--- src/rtl/risc_v_pkg.sv ---
// Shared decode definitions for the pipeline: control-bundle width and bit positions.
// Both the decoder and the ID/EX stage use these, so the two always agree on the layout.
package risc_v_pkg;

  localparam int CTRL_WIDTH     = 12;

  localparam int CTRL_REG_WRITE = 0;
  localparam int CTRL_MEM_READ  = 1;
  localparam int CTRL_MEM_WRITE = 2;
  localparam int CTRL_BRANCH    = 3;
  localparam int CTRL_JUMP      = 4;
  localparam int CTRL_ALU_SRC   = 5;
  localparam int CTRL_WB_SEL_LO = 6;
  localparam int CTRL_WB_SEL_HI = 7;
  localparam int CTRL_ALU_OP_LO = 8;
  localparam int CTRL_ALU_OP_HI = 11;

endpackage

--- src/rtl/risc_v_hazard_detect.sv ---
// Load-use hazard detect: purely combinational, zero latency.
// Upstream must freeze while load_use_stall is high; hold and flush do not affect it.
module risc_v_hazard_detect #(
  parameter int ADDR_WIDTH = 5
) (
  input  logic                  id_valid,
  input  logic [ADDR_WIDTH-1:0] id_rs1,
  input  logic [ADDR_WIDTH-1:0] id_rs2,
  input  logic                  ex_valid,
  input  logic                  ex_mem_read,
  input  logic [ADDR_WIDTH-1:0] ex_rd,
  output logic                  load_use_stall
);

  // A load targeting x0 produces nothing a consumer could wait on.
  always_comb begin
    load_use_stall = id_valid && ex_valid && ex_mem_read && (ex_rd != '0) &&
                     ((ex_rd == id_rs1) || (ex_rd == id_rs2));
  end

endmodule

--- src/rtl/risc_v_id_ex_stage.sv ---
// ID/EX pipeline register with writeback bypass and retain-time snoop; one-cycle latency.
// Priority per edge is rst > flush > hold > load-use bubble > capture; hold freezes the slot.
module risc_v_id_ex_stage
  import risc_v_pkg::*;
#(
  parameter int DATA_WIDTH = 32,
  parameter int ADDR_WIDTH = 5,
  parameter int CTRL_WIDTH = risc_v_pkg::CTRL_WIDTH
) (
  input  logic                  clk,
  input  logic                  rst,
  input  logic                  hold,
  input  logic                  flush,
  input  logic                  id_valid,
  input  logic [DATA_WIDTH-1:0] id_pc,
  input  logic [ADDR_WIDTH-1:0] id_rs1,
  input  logic [ADDR_WIDTH-1:0] id_rs2,
  input  logic [ADDR_WIDTH-1:0] id_rd,
  input  logic [DATA_WIDTH-1:0] id_imm,
  input  logic [CTRL_WIDTH-1:0] id_ctrl,
  input  logic [DATA_WIDTH-1:0] rf_read_data1,
  input  logic [DATA_WIDTH-1:0] rf_read_data2,
  input  logic                  wb_reg_write,
  input  logic [ADDR_WIDTH-1:0] wb_write_addr,
  input  logic [DATA_WIDTH-1:0] wb_write_data,
  output logic                  load_use_stall,
  output logic                  ex_valid,
  output logic [DATA_WIDTH-1:0] ex_pc,
  output logic [DATA_WIDTH-1:0] ex_imm,
  output logic [ADDR_WIDTH-1:0] ex_rs1,
  output logic [ADDR_WIDTH-1:0] ex_rs2,
  output logic [ADDR_WIDTH-1:0] ex_rd,
  output logic [DATA_WIDTH-1:0] ex_op1,
  output logic [DATA_WIDTH-1:0] ex_op2,
  output logic [CTRL_WIDTH-1:0] ex_ctrl
);

  typedef struct packed {
    logic                  valid;
    logic [DATA_WIDTH-1:0] pc;
    logic [DATA_WIDTH-1:0] imm;
    logic [ADDR_WIDTH-1:0] rs1;
    logic [ADDR_WIDTH-1:0] rs2;
    logic [ADDR_WIDTH-1:0] rd;
    logic [DATA_WIDTH-1:0] op1;
    logic [DATA_WIDTH-1:0] op2;
    logic [CTRL_WIDTH-1:0] ctrl;
  } ex_slot_t;

  ex_slot_t              ex_q, ex_d;
  logic [DATA_WIDTH-1:0] op1_in, op2_in;

  risc_v_hazard_detect #(
    .ADDR_WIDTH(ADDR_WIDTH)
  ) u_hazard (
    .id_valid      (id_valid),
    .id_rs1        (id_rs1),
    .id_rs2        (id_rs2),
    .ex_valid      (ex_q.valid),
    .ex_mem_read   (ex_q.ctrl[CTRL_MEM_READ]),
    .ex_rd         (ex_q.rd),
    .load_use_stall(load_use_stall)
  );

  // The register file is read before this cycle's writeback lands, so forward it here.
  always_comb begin
    op1_in = rf_read_data1;
    op2_in = rf_read_data2;
    if (wb_reg_write && (wb_write_addr == id_rs1) && (id_rs1 != '0)) op1_in = wb_write_data;
    if (wb_reg_write && (wb_write_addr == id_rs2) && (id_rs2 != '0)) op2_in = wb_write_data;
  end

  always_comb begin
    ex_d = ex_q;
    if (flush) begin
      ex_d = '0;
    end else if (hold) begin
      // A frozen slot would otherwise miss a writeback that retires while it waits.
      if (ex_q.valid && wb_reg_write && (wb_write_addr == ex_q.rs1) && (ex_q.rs1 != '0))
        ex_d.op1 = wb_write_data;
      if (ex_q.valid && wb_reg_write && (wb_write_addr == ex_q.rs2) && (ex_q.rs2 != '0))
        ex_d.op2 = wb_write_data;
    end else if (load_use_stall) begin
      ex_d = '0;
    end else begin
      ex_d.valid = id_valid;
      ex_d.pc    = id_pc;
      ex_d.imm   = id_imm;
      ex_d.rs1   = id_rs1;
      ex_d.rs2   = id_rs2;
      ex_d.rd    = id_rd;
      ex_d.op1   = op1_in;
      ex_d.op2   = op2_in;
      ex_d.ctrl  = id_valid ? id_ctrl : '0;
    end
  end

  always_ff @(posedge clk) begin
    if (rst) ex_q <= '0;
    else     ex_q <= ex_d;
  end

  assign ex_valid = ex_q.valid;
  assign ex_pc    = ex_q.pc;
  assign ex_imm   = ex_q.imm;
  assign ex_rs1   = ex_q.rs1;
  assign ex_rs2   = ex_q.rs2;
  assign ex_rd    = ex_q.rd;
  assign ex_op1   = ex_q.op1;
  assign ex_op2   = ex_q.op2;
  assign ex_ctrl  = ex_q.ctrl;

endmodule

--- config.mk ---
export PLATFORM = sky130hd
export DESIGN_NAME = risc_v_id_ex_stage
export DESIGN_NICKNAME = d
export VERILOG_FILES = /design/src/rtl/risc_v_pkg.sv /design/src/rtl/risc_v_hazard_detect.sv /design/src/rtl/risc_v_id_ex_stage.sv
export SDC_FILE = /design/constraint.sdc
export NUM_CORES = 1
export LEC_CHECK = 0
export BUFFER_PORTS_ARGS = -buffer_cell sky130_fd_sc_hd__buf_2
export CORE_AREA = 2 2 137 139
export CTS_BUF_LIST = sky130_fd_sc_hd__clkbuf_4 sky130_fd_sc_hd__clkbuf_8
export DETAILED_ROUTE_END_ITERATION = 10
export DIE_AREA = 0 0 139 141
export PLACE_DENSITY = 0.79
export SLEW_MARGIN = 20
export SYNTH_ARGS = -nofsm -noshare
export SYNTH_HDL_FRONTEND = slang
export SYNTH_SLANG_ARGS = --single-unit
--- constraint.sdc ---
create_clock -name clk -period 2.4 [get_ports clk]
set_input_delay 0.72 -clock clk [delete_from_list [all_inputs] [get_ports clk]]
set_output_delay 0.72 -clock clk [all_outputs]
set_load 0.02 [all_outputs]
==> impl_table.tex <==
\begin{tabular}{lr}
\hline
Metric & Value \\
\hline
\multicolumn{2}{l}{\textbf{Detailed routing}} \\
\quad Total wire length & 27200 um \\
\quad Count of vias placed by the detailed router & 8609 \\
\quad DRC marker count from the first detailed-route iteration & 522 \\
\quad Detailed-routing iteration count for the pre-antenna-repair pass & 5 \\
\quad Residual DRC count & 0 \\
\quad Wire length per cell after detailed routing & 18.0 um \\
\quad Antenna-violating nets left & 0 \\
\quad Vias per Instance & 5.69 \\
\multicolumn{2}{l}{\textbf{Worst setup path}} \\
\quad Category of the most critical setup path & reg2out \\
\quad Critical Path End Type & output pin \\
\quad FF-to-FF End & ex\_op2[16] \\
\quad CP max FO & 2 \\
\quad Cell count of the worst reg-to-reg path & 6 \\
\quad Reg-to-reg startpoint & ex\_rd[2] \\
\quad Register-to-register path setup slack & 0.25 ns \\
\quad CP Data Arrival Time & 1.78 ns \\
\quad Element type at the critical path start & register \\
\quad Critical path data required time & 1.68 ns \\
\multicolumn{2}{l}{\textbf{Status}} \\
\quad Run status & complete, but fails checks \\
\quad Violations in the final reports & negative setup slack \\
\multicolumn{2}{l}{\textbf{STA}} \\
\quad Rel. slew slack & 44.3\% \\
\quad RSZ-0062 raised after global routing & yes \\
\quad Count of final max-slew check failures & 0 \\
\quad Hold Fails Final Rpt & 0 \\
\quad Maximum clock frequency & 401 MHz \\
\quad Min Hold Slack & 0.461 ns \\
\quad Final setup slack of the worst path & -0.0953 ns \\
\quad Final setup violation count & 1 \\
\quad Final critical-path required period & 2.50 ns \\
\quad Actual slew at the worst max-slew pin & 0.836 ns \\
\quad Post-route clock period utilization & 104\% \\
\quad Maximum clock skew at final layout & 0.0186 ns \\
\multicolumn{2}{l}{\textbf{Final layout}} \\
\quad Area taken by multi-input logic gates & 4510 um\^{}2 \\
\quad Signed area change from the synthesized netlist to the final layout & 31.6\% \\
\quad Post-route cell area & 10600 um\^{}2 \\
\quad FILL cells & 1586 \\
\quad Leading cell types in the layout, fill and taps excluded & buf\_2 (352), dfxtp\_1 (153), nand2\_1 (96) \\
\quad Antenna cell count & 0 \\
\quad Nets & 1465 \\
\quad Most frequent standard cell in the layout excluding fill and tap cells & buf\_2 \\
\quad Count of non-filler cells in the finished layout & 1514 \\
\quad Storage cell area & 3130 um\^{}2 \\
\quad Layout cell share with drive strength beyond 1 & 34.8\% \\
\multicolumn{2}{l}{\textbf{Logic synthesis}} \\
\quad Post-synth ARST share & 0\% \\
\quad Synthesized netlist net count & 1151 \\
\quad Average cell area after synthesis & 8.45 um\^{}2 \\
\quad Number of warnings issued by yosys & 0 \\
\quad Ys flop type & dfxtp\_1 \\
\quad Number of enable flip-flop cells after synthesis & 0 \\
\quad Sequential element share of the synthesized area & 38.8\% \\
\quad Yosys cell types & 31 \\
\quad Synth Register Bits & 156 \\
\quad Number of instances in the synthesized netlist & 953 \\
\quad Cell area after synthesis & 8050 um\^{}2 \\
\multicolumn{2}{l}{\textbf{Flow run}} \\
\quad Maximum Capacitance Violations & 0 \\
\multicolumn{2}{l}{\textbf{GRT}} \\
\quad Number of antenna violations at the first check in global routing & 0 \\
\quad Pin count of the biggest net entering global routing & 79 \\
\quad First-pass GRT wire length & 42600 um \\
\quad Overflow left after global routing & 0 \\
\quad All-Layer GR Usage & 26.7\% \\
\quad Vias in the first global route & 8211 \\
\multicolumn{2}{l}{\textbf{Worst hold path}} \\
\quad Hold WC Path Type & reg2reg \\
\quad Worst Hold Launch & ex\_imm[28] \\
\quad Number of cells on the worst hold path & 2 \\
\quad Sink of the worst hold path & ex\_imm[28] \\
\multicolumn{2}{l}{\textbf{CTS}} \\
\quad Clock root buffer & clkbuf\_8 \\
\quad CTS tree & built \\
\quad TritonCTS sink count & 156 \\
\quad Clock-pin slew on the worst setup and hold paths & 0.11 ns \\
\quad Worst-skew pair later-pin latency & 0.48 ns \\
\quad Maximum level of the CTS H-tree & 4 \\
\quad Number of clock buffers inserted by TritonCTS & 17 \\
\quad Max clock buf depth & 2 \\
\multicolumn{2}{l}{\textbf{Pwr}} \\
\quad Total Power & 0.00581 W \\
\quad Leak & 4.33 nW \\
\quad Power density over cell area & 548 nW/um\^{}2 \\
\quad Worst-case vdd ir drop & 324 uV \\
\multicolumn{2}{l}{\textbf{Die}} \\
\quad Overall die width & 139 um \\
\quad Number of placed I/O pins & 355 \\
\quad Die span in y & 141 um \\
\quad Overall die area & 19600 um\^{}2 \\
\quad Count of standard-cell rows & 50 \\
\quad CORE AREA & 18300 um\^{}2 \\
\quad Initial standard-cell utilization of the core & 44.1\% \\
\multicolumn{2}{l}{\textbf{Placed design}} \\
\quad Placement-stage cell area & 10200 um\^{}2 \\
\quad DPL Wire Length & 18900 um \\
\quad Final weighted congestion in routability-driven placement & 0.867 \\
\quad Input/output buffers & 354 \\
\quad Placed cell count & 1482 \\
\hline
\end{tabular}
==> cells by family after synthesis <==
group                  Yosys count  share of synthesized area (%)
flip-flops                     156                           38.8
AO/OA/AOI/OAI                  387                           32.7
AND/OR/NAND/NOR                217                           11.9
XOR/XNOR                        26                           2.83
multiplexers                    64                           7.96
buffers and inverters          103                           5.78
==> state kept, by name, summed over array words and instances, names as in the netlist <==
register,count
ex_valid,1
ex_op1,32
ex_pc,32
ex_rs1,5
ex_rs2,5
ex_rd,5
ex_imm,32
ex_op2,32
ex_ctrl,12
==> how the worst max path moves through the flow <==
stage	start	to	slack, ns	depth (start not counted)
global placement	id_rs1[0]	ex_op1[10]	-0.02	7
detailed placement	id_rs1[0]	ex_op1[27]	-0.08	7
global route	ex_rd[2]	load_use_stall	-0.16	4
floorplan	id_rs1[4]	load_use_stall	0.001	6
finish	ex_rd[2]	load_use_stall	-0.1	4
CTS	ex_rd[2]	load_use_stall	-0.12	4
==> metal layers <==
metal | routed length (um) | track usage, %
met1 | 10900 | 32.5
met2 | 13200 | 44.8
met3 | 2350 | 7.81
met4 | 704 | 10.3
met5 | 0 | 0
==> worst max-delay path: stages (launching register included) <==
cell and delay (ns):
dfxtp_2 0.33, or4_4 0.55, o2111ai_4 0.24, nor2_4 0.05, buf_6 0.14
==> cell type report <==
class                           instances  share of cell area, %
Clock inverter                         15                   1.36
Sequential cell                       156                   29.5
Tap cell                              234                   2.76
Inverter                                1                 0.0591
Multi-Input combinational cell        694                   42.6
Clock buffer                           17                   2.21
Timing Repair Buffer                  397                   21.5
==> repair_timing <==
item                                    in CTS  in global routing
buffers inserted                             0                  0
hold buffers                                 0                  0
gates resized for setup                      6                  2
endpoints found under the setup margin       1                  1
pin swaps                                    4                  1
==> through the flow <==
stage                     util, %  setup WS, ns  setup TNS [ns]
after floorplan                 -       0.00139               0
after global placement       55.8       -0.0199         -0.0350
after detailed placement     55.8       -0.0787          -0.339
after CTS                    57.9        -0.119          -0.119
after global routing         58.0        -0.161          -0.161
final                        58.0       -0.0953         -0.0953
==> power breakdown <==
group,leakage (nW),switching [W],internal (W)
registers,1.28,0.0000635,0.00270
logic,2.86,0.000642,0.000445
clock network,0.186,0.00119,0.000771
total,4.33,0.00189,0.00391
==> cell usage after synthesis (16+ instances only) <==
cell | instances | area (um^2)
o21a_1 | 64 | 480
o31ai_1 | 64 | 480
xnor2_1 | 16 | 140
nand2_1 | 96 | 360
mux2i_1 | 64 | 641
clkbuf_1 | 60 | 225
o22ai_1 | 64 | 400
a21oi_1 | 94 | 470
buf_2 | 33 | 165
nor2_1 | 72 | 270
o211ai_1 | 90 | 676
and2_1 | 34 | 213
dfxtp_1 | 156 | 3120
(Power assumes the default switching activity.)
